$ cat config.mk
export PLATFORM = sky130hd
export DESIGN_NAME = fire_sense
export DESIGN_NICKNAME = d
export VERILOG_FILES = /design/src/rtl/fire_pkg.sv /design/src/rtl/fire_sense_chan.sv /design/src/rtl/fire_sense.sv
export SDC_FILE = /design/constraint.sdc
export NUM_CORES = 1
export LEC_CHECK = 0
export BUFFER_PORTS_ARGS = -buffer_cell sky130_fd_sc_hd__clkbuf_2
export CAP_MARGIN = 20
export CORE_MARGIN = 1.5
export CORE_UTILIZATION = 54
export DETAILED_ROUTE_END_ITERATION = 16
export GPL_ROUTABILITY_DRIVEN = 0
export PLACE_DENSITY_LB_ADDON = 0.1
export SETUP_SLACK_MARGIN = 0.5
export SKIP_CTS_REPAIR_TIMING = 1
export SLEW_MARGIN = 40
export SYNTH_ARGS = -nofsm -noshare
export SYNTH_HDL_FRONTEND = slang
export SYNTH_SLANG_ARGS = --single-unit
$ cat constraint.sdc
create_clock -name clk -period 2.22 [get_ports clk]
set_clock_uncertainty 0.1 [all_clocks]
set_input_delay 0.222 -clock clk [delete_from_list [all_inputs] [get_ports clk]]
set_output_delay 0.222 -clock clk [all_outputs]
set_load 0.01 [all_outputs]
$ cat src/rtl/fire_pkg.sv
// Shared fire-detection definitions: channel FSM encoding and default thresholds.
package fire_pkg;

  typedef logic [1:0] chan_state_t;

  localparam chan_state_t StLow     = 2'd0;
  localparam chan_state_t StRising  = 2'd1;
  localparam chan_state_t StHigh    = 2'd2;
  localparam chan_state_t StFalling = 2'd3;

  localparam int unsigned TempOnDef   = 60;
  localparam int unsigned TempOffDef  = 55;
  localparam int unsigned SmokeOnDef  = 100;
  localparam int unsigned SmokeOffDef = 80;
  localparam int unsigned DebounceDef = 4;
  localparam int unsigned TimeoutDef  = 1000;

endpackage

$ cat src/rtl/fire_sense_chan.sv
// One sensor channel: hysteresis thresholds with consecutive-sample debounce.
module fire_sense_chan
  import fire_pkg::*;
#(
  parameter int unsigned ON       = TempOnDef,
  parameter int unsigned OFF      = TempOffDef,
  parameter int unsigned DEBOUNCE = DebounceDef
) (
  input  logic       clk,
  input  logic       reset,
  input  logic       en,
  input  logic [7:0] sample,
  output logic       level
);

  localparam logic [7:0] OnTh  = ON[7:0];
  localparam logic [7:0] OffTh = OFF[7:0];
  localparam logic [3:0] DebTh = DEBOUNCE[3:0];

  chan_state_t state_q, state_d;
  logic [3:0]  cnt_q, cnt_d;
  logic [3:0]  cnt_inc;
  logic        above_on, below_off;

  always_comb begin
    state_d   = state_q;
    cnt_d     = cnt_q;
    cnt_inc   = (cnt_q == 4'hF) ? cnt_q : cnt_q + 4'd1;
    above_on  = (sample >= OnTh);
    below_off = (sample <= OffTh);
    if (en) begin
      unique case (state_q)
        StLow: begin
          cnt_d = '0;
          if (above_on) begin
            if (DebTh == 4'd1) state_d = StHigh;
            else begin
              state_d = StRising;
              cnt_d   = 4'd1;
            end
          end
        end
        StRising: begin
          if (!above_on) begin
            state_d = StLow;
            cnt_d   = '0;
          end else if (cnt_inc >= DebTh) begin
            state_d = StHigh;
            cnt_d   = '0;
          end else begin
            cnt_d = cnt_inc;
          end
        end
        StHigh: begin
          cnt_d = '0;
          if (below_off) begin
            if (DebTh == 4'd1) state_d = StLow;
            else begin
              state_d = StFalling;
              cnt_d   = 4'd1;
            end
          end
        end
        StFalling: begin
          if (!below_off) begin
            state_d = StHigh;
            cnt_d   = '0;
          end else if (cnt_inc >= DebTh) begin
            state_d = StLow;
            cnt_d   = '0;
          end else begin
            cnt_d = cnt_inc;
          end
        end
        default: begin
          state_d = StLow;
          cnt_d   = '0;
        end
      endcase
    end
  end

  always_ff @(posedge clk) begin
    if (reset) begin
      state_q <= StLow;
      cnt_q   <= '0;
    end else begin
      state_q <= state_d;
      cnt_q   <= cnt_d;
    end
  end

  // Output stays asserted while a release is still being debounced.
  assign level = (state_q == StHigh) || (state_q == StFalling);

endmodule

$ cat src/rtl/fire_sense.sv
// Heat/smoke detector front end with sample-stream stall watchdog.
module fire_sense
  import fire_pkg::*;
#(
  parameter int unsigned TEMP_ON   = TempOnDef,
  parameter int unsigned TEMP_OFF  = TempOffDef,
  parameter int unsigned SMOKE_ON  = SmokeOnDef,
  parameter int unsigned SMOKE_OFF = SmokeOffDef,
  parameter int unsigned DEBOUNCE  = DebounceDef,
  parameter int unsigned TIMEOUT   = TimeoutDef
) (
  input  logic       clk,
  input  logic       reset,
  input  logic       sample_valid,
  input  logic [7:0] temp_in,
  input  logic [7:0] smoke_in,
  output logic       heat_signal,
  output logic       smoke_signal,
  output logic       sensor_fault
);

  localparam logic [15:0] TmoTh = TIMEOUT[15:0];

  logic [15:0] tmo_q, tmo_d;
  logic        smoke_level;

  // Channels only see samples; with no samples they hold, so a fault freezes them
  // and the sample that ends the fault is processed normally.
  fire_sense_chan #(
    .ON       (TEMP_ON),
    .OFF      (TEMP_OFF),
    .DEBOUNCE (DEBOUNCE)
  ) u_heat (
    .clk    (clk),
    .reset  (reset),
    .en     (sample_valid),
    .sample (temp_in),
    .level  (heat_signal)
  );

  fire_sense_chan #(
    .ON       (SMOKE_ON),
    .OFF      (SMOKE_OFF),
    .DEBOUNCE (DEBOUNCE)
  ) u_smoke (
    .clk    (clk),
    .reset  (reset),
    .en     (sample_valid),
    .sample (smoke_in),
    .level  (smoke_level)
  );

  always_comb begin
    tmo_d = tmo_q;
    if (sample_valid)       tmo_d = '0;
    else if (tmo_q < TmoTh) tmo_d = tmo_q + 16'd1;
  end

  always_ff @(posedge clk) begin
    if (reset) tmo_q <= '0;
    else       tmo_q <= tmo_d;
  end

  assign sensor_fault = (tmo_q == TmoTh);
  assign smoke_signal = smoke_level | sensor_fault;

endmodule

Yosys cells after proc, flatten, opt, wreduce, memory -nomap -nowiden --
Index checks and enable logic that the tools add are counted.
Word-level totals: register bits 28, bits of input ports 19, output and inout bits 3, word-level logic and storage cells 68
Operators by class: $add $sub $neg 3, magnitude comparators 7, eq/ne operators 17, mux-type cells 28, bitwise operators 1, reduce and logical (&&, ||, !) cells 7
Operators with widths (count):
- $mux 4 | 8
- $pmux 4 s4 | 2
- $mux 2 | 12
- $add 16x1->16 const B | 1
- $eq 16x10->1 const B | 1
- $lt 16x10->1 const B | 1
- $pmux 2 s4 | 2
- $ne 3x3->1 const B | 4
- $reduce_and 5->1 | 2
- $add 4x1->4 const B | 2
- $eq 2x2->1 const B | 4
- $eq 4x4->1 const B | 2
- $ge 4x3->1 const B | 2
- $ge 8x6->1 const B | 1
- $ge 8x7->1 const B | 1
- $le 8x6->1 const B | 1
- $le 8x7->1 const B | 1
- $ne 2x1->1 const B | 4
- $eq 2x1->1 const B | 2
- $logic_not 2->1 | 2
- $mux 1 | 4
- $logic_or 1x1->1 | 2
- $reduce_or 2->1 | 1
- $or 1x1->1 | 1

Depth between registers and ports, before layout --
depth in word-level cells 6, gate-level depth with buffers 5, depth with buffers taken out 5

Hierarchy --
Synthesis repeated with hierarchy kept, for this count alone.
Second synthesis, totals: cells, all modules 153, area total of the unflattened synthesis 1387.6 um2
By module, submodules not included:
- fire_sense | times used 1, cells an instance 76, area each 713.2 um2, sequential area each 320.3 um2
- fire_sense_chan (u_smoke) | times used 1, cells an instance 39, area each 345.3 um2, sequential area each 120.1 um2
- fire_sense_chan (u_heat) | times used 1, cells an instance 38, area each 329.1 um2, sequential area each 120.1 um2

Worst setup path after synthesis --
Ideal clock, no wire load.
kind register to register, start register tmo_q[10], end register tmo_q[7], library setup time 0.071 ns, data arrival time 1.717 ns, data required time 2.049 ns, path slack 0.332 ns, stages on the path, launching flop included 5, buffers on the path 0, clock period less this slack 1.888 ns, cells stage by stage dfxtp_1 -> or4_4 -> a2111o_1 -> or4_1 -> a21oi_1
On the way: word-level cells in the longest chain between the ends 1
Ends and longest elaborated chain:
- start, declared | RTL line fire_sense.sv:24 | logic [15:0] tmo_q, tmo_d;
- start signal, assigned | RTL line fire_sense.sv:61 | else tmo_q <= tmo_d;
- $lt 16x10->1 | RTL line fire_sense.sv:56 | else if (tmo_q < TmoTh) tmo_d = tmo_q + 16'd1;
No other way between the ends. A chain may end at the register's enable or synchronous reset.

Worst setup path in the final report --
start register tmo_q[10], end register tmo_q[8]
Same word-level chain as after synthesis.

==> results.txt <==
----------------------------------------------------
[STA]
  Highest attainable clock frequency ... 0.4895 GHz
  Clock period minus worst slack ... 2.043 ns
  Final Cycle Share ... between 90% and 100%
  Setup repair after global routing missed its margin ... true
  Slew Limit Fails ... 0
  Slew HR ... 65.65%
  Final Hold Violating Endpoints ... 0
  Summed negative setup slack over all endpoints ... 0 ns
  Minimum setup slack in the final design ... 0.1771 ns
  Worst hold slack ... 0.005643 ns
  Slew at the pin with the worst max-slew slack ... 0.5134 ns
  Final count of negative-setup-slack endpoints ... 0

[Synth]
  Part of the Yosys area used for sequential elements ... 42.22%
  Post-Synth Simple-Gate Area ... approximately a quarter
  Main combinational cell family by area after synthesis ... simple AND/OR/NAND/NOR gates
  Synth Instances ... 149
  Share of the synthesized area in compound gates (AO/OA/AOI/OAI) ... 23.66%
  Top cells by area, synth ... dfxtp_1 (42%), and2_1 (4.2%), ha_1 (3.8%), a22o_1 (3.3%), nor2_1 (3.1%)
  Post-synth design cell area ... 1328 sq um
  Yosys top cell area share ... 42.22%
  Mean instance size in the synthesized netlist ... 8.910 sq um
  Register bit total from synthesis ... 28
  Number of synthesized flops with an enable pin ... 0
  Number of different library cells in the post-synthesis netlist ... 43
  Post-synth ARST share ... 0%
  Count of warnings emitted by yosys ... 0
  Xor and xnor area share after synthesis ... 1.320%
  Top FF cell, synth ... dfxtp_1
  Adder and majority cell fraction of the synthesized area ... approximately 3.8%
  Mux cell area share after synthesis ... 0.7540%
  Post-Synthesis Net Count ... 172
  Post-synthesis cell type with the largest combined area ... dfxtp_1

[Drt]
  Remaining antenna violation count after routing ... 0
  Average vias per placed instance ... 6.035
  # DRC ... 0
  Via Count ... 1207
  Final Routed Wirelength ... between 2 and 3 mm
  Routed wire length per instance ... 14.65 um
  1st-iter DRT viols ... 32
  Iteration count of the initial detailed-routing pass ... 4

[Critical path]
  Worst Path Class, Setup ... register to register
  Reg-to-Reg Start ... tmo_q[10]
  Critical path endpoint category ... register
  Ordered list of cells on the worst path ... or4_4 -> a211o_1 -> or4_4 -> a21oi_2
  Cell type group with the largest total delay on the critical path ... simple AND/OR/NAND/NOR gates
  Launch point of the worst path ... tmo_q[10]
  Cell seen most often among critical-path stages ... or4_4
  Worst Path Max Fanout ... 5
  Arrival time at the worst endpoint ... between 2 and 2.5 ns
  Critical path's largest stage delay ... 0.58 ns
  Kind of launch point of the worst setup path ... register
  Number of buffer and inverter instances along the worst setup path ... 0
  Critical Path Slowest Stage Cell ... or4_4
  Crit path required time ... 2.41 ns

[Cells and area]
  Share of cells above drive strength 1 ... 28.49%
  Final instance area ... between 1500 and 2000 sq um
  NumNets Final ... 196
  Number of filler cells placed in the layout ... about 160
  Total inserted antenna cells ... 0
  Signed area change from the synthesized netlist to the final layout ... 21.21%

[Power]
  Power density of the placed cells ... between 500 and 600 nW/um^2
  Worst IR drop on VDD ... 0.0003880 V
  Static Leakage ... 0.6405 nW
  PnR Total Power ... 0.9186 mW

[Placed design]
  Placement Cell Area ... 1460 sq um
  Port Buf Inserts ... 19
  Setup slack at placement ... 0.2745 ns
  Placed wire-length estimate ... 2.088 mm

[Floorplanning]
  Number of top-level pins ... 22
  # rows ... 17
  Standard cell core area ... 2276 sq um
  Die X ... approximately 53 um
  Initial standard-cell utilization of the core ... 58.33%
  Die Area ... 2765 sq um
  Die Y ... approximately 53 um

[Global route]
  Total overflow reported by the global router ... 0
  Largest net degree at the start of global routing ... 17
  Initial antenna violation count ... 0
  Tot GR Track Use ... a little over a fifth
  Wire length of the first global-routing pass ... about 4.4 mm
  Via count of the first global-routing pass ... 1103

[CTS]
  Num Clock Sinks ... 28
  Clock input transition at the sequential cells of the worst setup and hold paths ... approximately 0.15 ns
  Library cell used as clock root buffer ... clkbuf_4
  Total clock buffers created by CTS ... 3
  Worst skew pair latency ... 0.34 ns
  Worst-case clock buffer depth ... 2
  Depth of the CTS H-tree ... 1
  Clock tree from TritonCTS ... done

[Min path]
  Min-Delay Path Class ... primary input to register
  Hold wc startpoint ... reset

[Status]
  Outcome ... complete, no violations

[Flow run]
  Max capacitance violation total ... 0

----------------------------------------------------
## state kept, by name (all words and copies together) (netlist names)
signal           cells
tmo_q               16
u_smoke.cnt_q        4
u_heat.state_q       2
u_heat.cnt_q         4
u_smoke.state_q      2
## synth_stat cells, types with 4 or more instances
master,number
nand2_1,8
clkbuf_1,4
nand3_1,6
o31ai_1,5
a21oi_1,8
ha_1,4
a22o_1,5
or3_1,5
dfxtp_1,28
and2_1,9
o21ai_0,6
inv_1,8
nor2_1,11
## worst reg2reg max path, cell delays in order, from the launching register on
cell	delay [ns]
dfxtp_2	0.35
or4_4	0.58
a211o_1	0.34
or4_4	0.49
a21oi_2	0.13
## layout make-up
class,instances,area (sq um),area share [%]
Tap cell,28,35.03,2.177
Sequential cell,28,563.0,34.99
Clock inverter,1,30.03,1.866
Timing Repair Buffer,23,125.1,7.776
Inverter,8,30.03,1.866
Multi-Input combinational cell,109,803.3,49.92
Clock buffer,3,22.52,1.400
## metal layers
| layer | vias to the layer above | track usage, % | part of all wire, % |
|---|---|---|---|
| li1 | 597 | - | - |
| met3 | 9 | 3.143 | 2.8 |
| met2 | 25 | 40.63 | 53 |
| met1 | 576 | 22.36 | 42 |
| met5 | - | 0 | 0 |
| met4 | 0 | 10.68 | 2.2 |
## cells by family after synthesis
logic type,after synthesis
AO/OA/AOI/OAI,43
XOR/XNOR,2
adder cells (fa/ha/maj),4
buffers and inverters,12
flip-flops,28
multiplexers,1
AND/OR/NAND/NOR,59
## cell usage in the layout, fill, tap and decap left out, types with 3 or more instances in the layout
cell type  Yosys  layout
ha_1           4       3
a21oi_1        8       4
a22o_1         5       5
o31ai_1        5       4
nor2_1        11      10
nand4_1        3       3
clkbuf_4       0       3
dfxtp_1       28      26
or2_2          3       3
a21oi_2        0       4
o21ai_0        6       5
or3_1          5       4
nand2_1        8       7
buf_4          0       4
inv_1          8       8
a311oi_1       3       3
clkbuf_2       0      17
nand3_1        6       6
and2_1         9       9
## path summary, 6_finish.rpt
| check | end | depth (start not counted) | slack [ns] |
|---|---|---|---|
| min | u_smoke.state_q[1] | 2 | 0.006 |
| max reg2reg | tmo_q[8] | 4 | 0.18 |
| min reg2reg | tmo_q[10] | 1 | 0.39 |
| max | tmo_q[8] | 4 | 0.18 |
## power breakdown
| part | switching [mW] | leakage, nW | internal (mW) |
|---|---|---|---|
| clock | 0.158 | 0.0279 | 0.183 |
| sequential | 0.00891 | 0.228 | 0.511 |
| combinational | 0.0294 | 0.385 | 0.0284 |
| total | 0.197 | 0.640 | 0.722 |
## stage by stage
stage	utilization, %	instances
after floorplan	-	149
final	70.70	200
after CTS	66.47	197
after global routing	70.70	200
after global placement	64.16	193
after detailed placement	64.16	193
(Power assumes the default switching activity.)
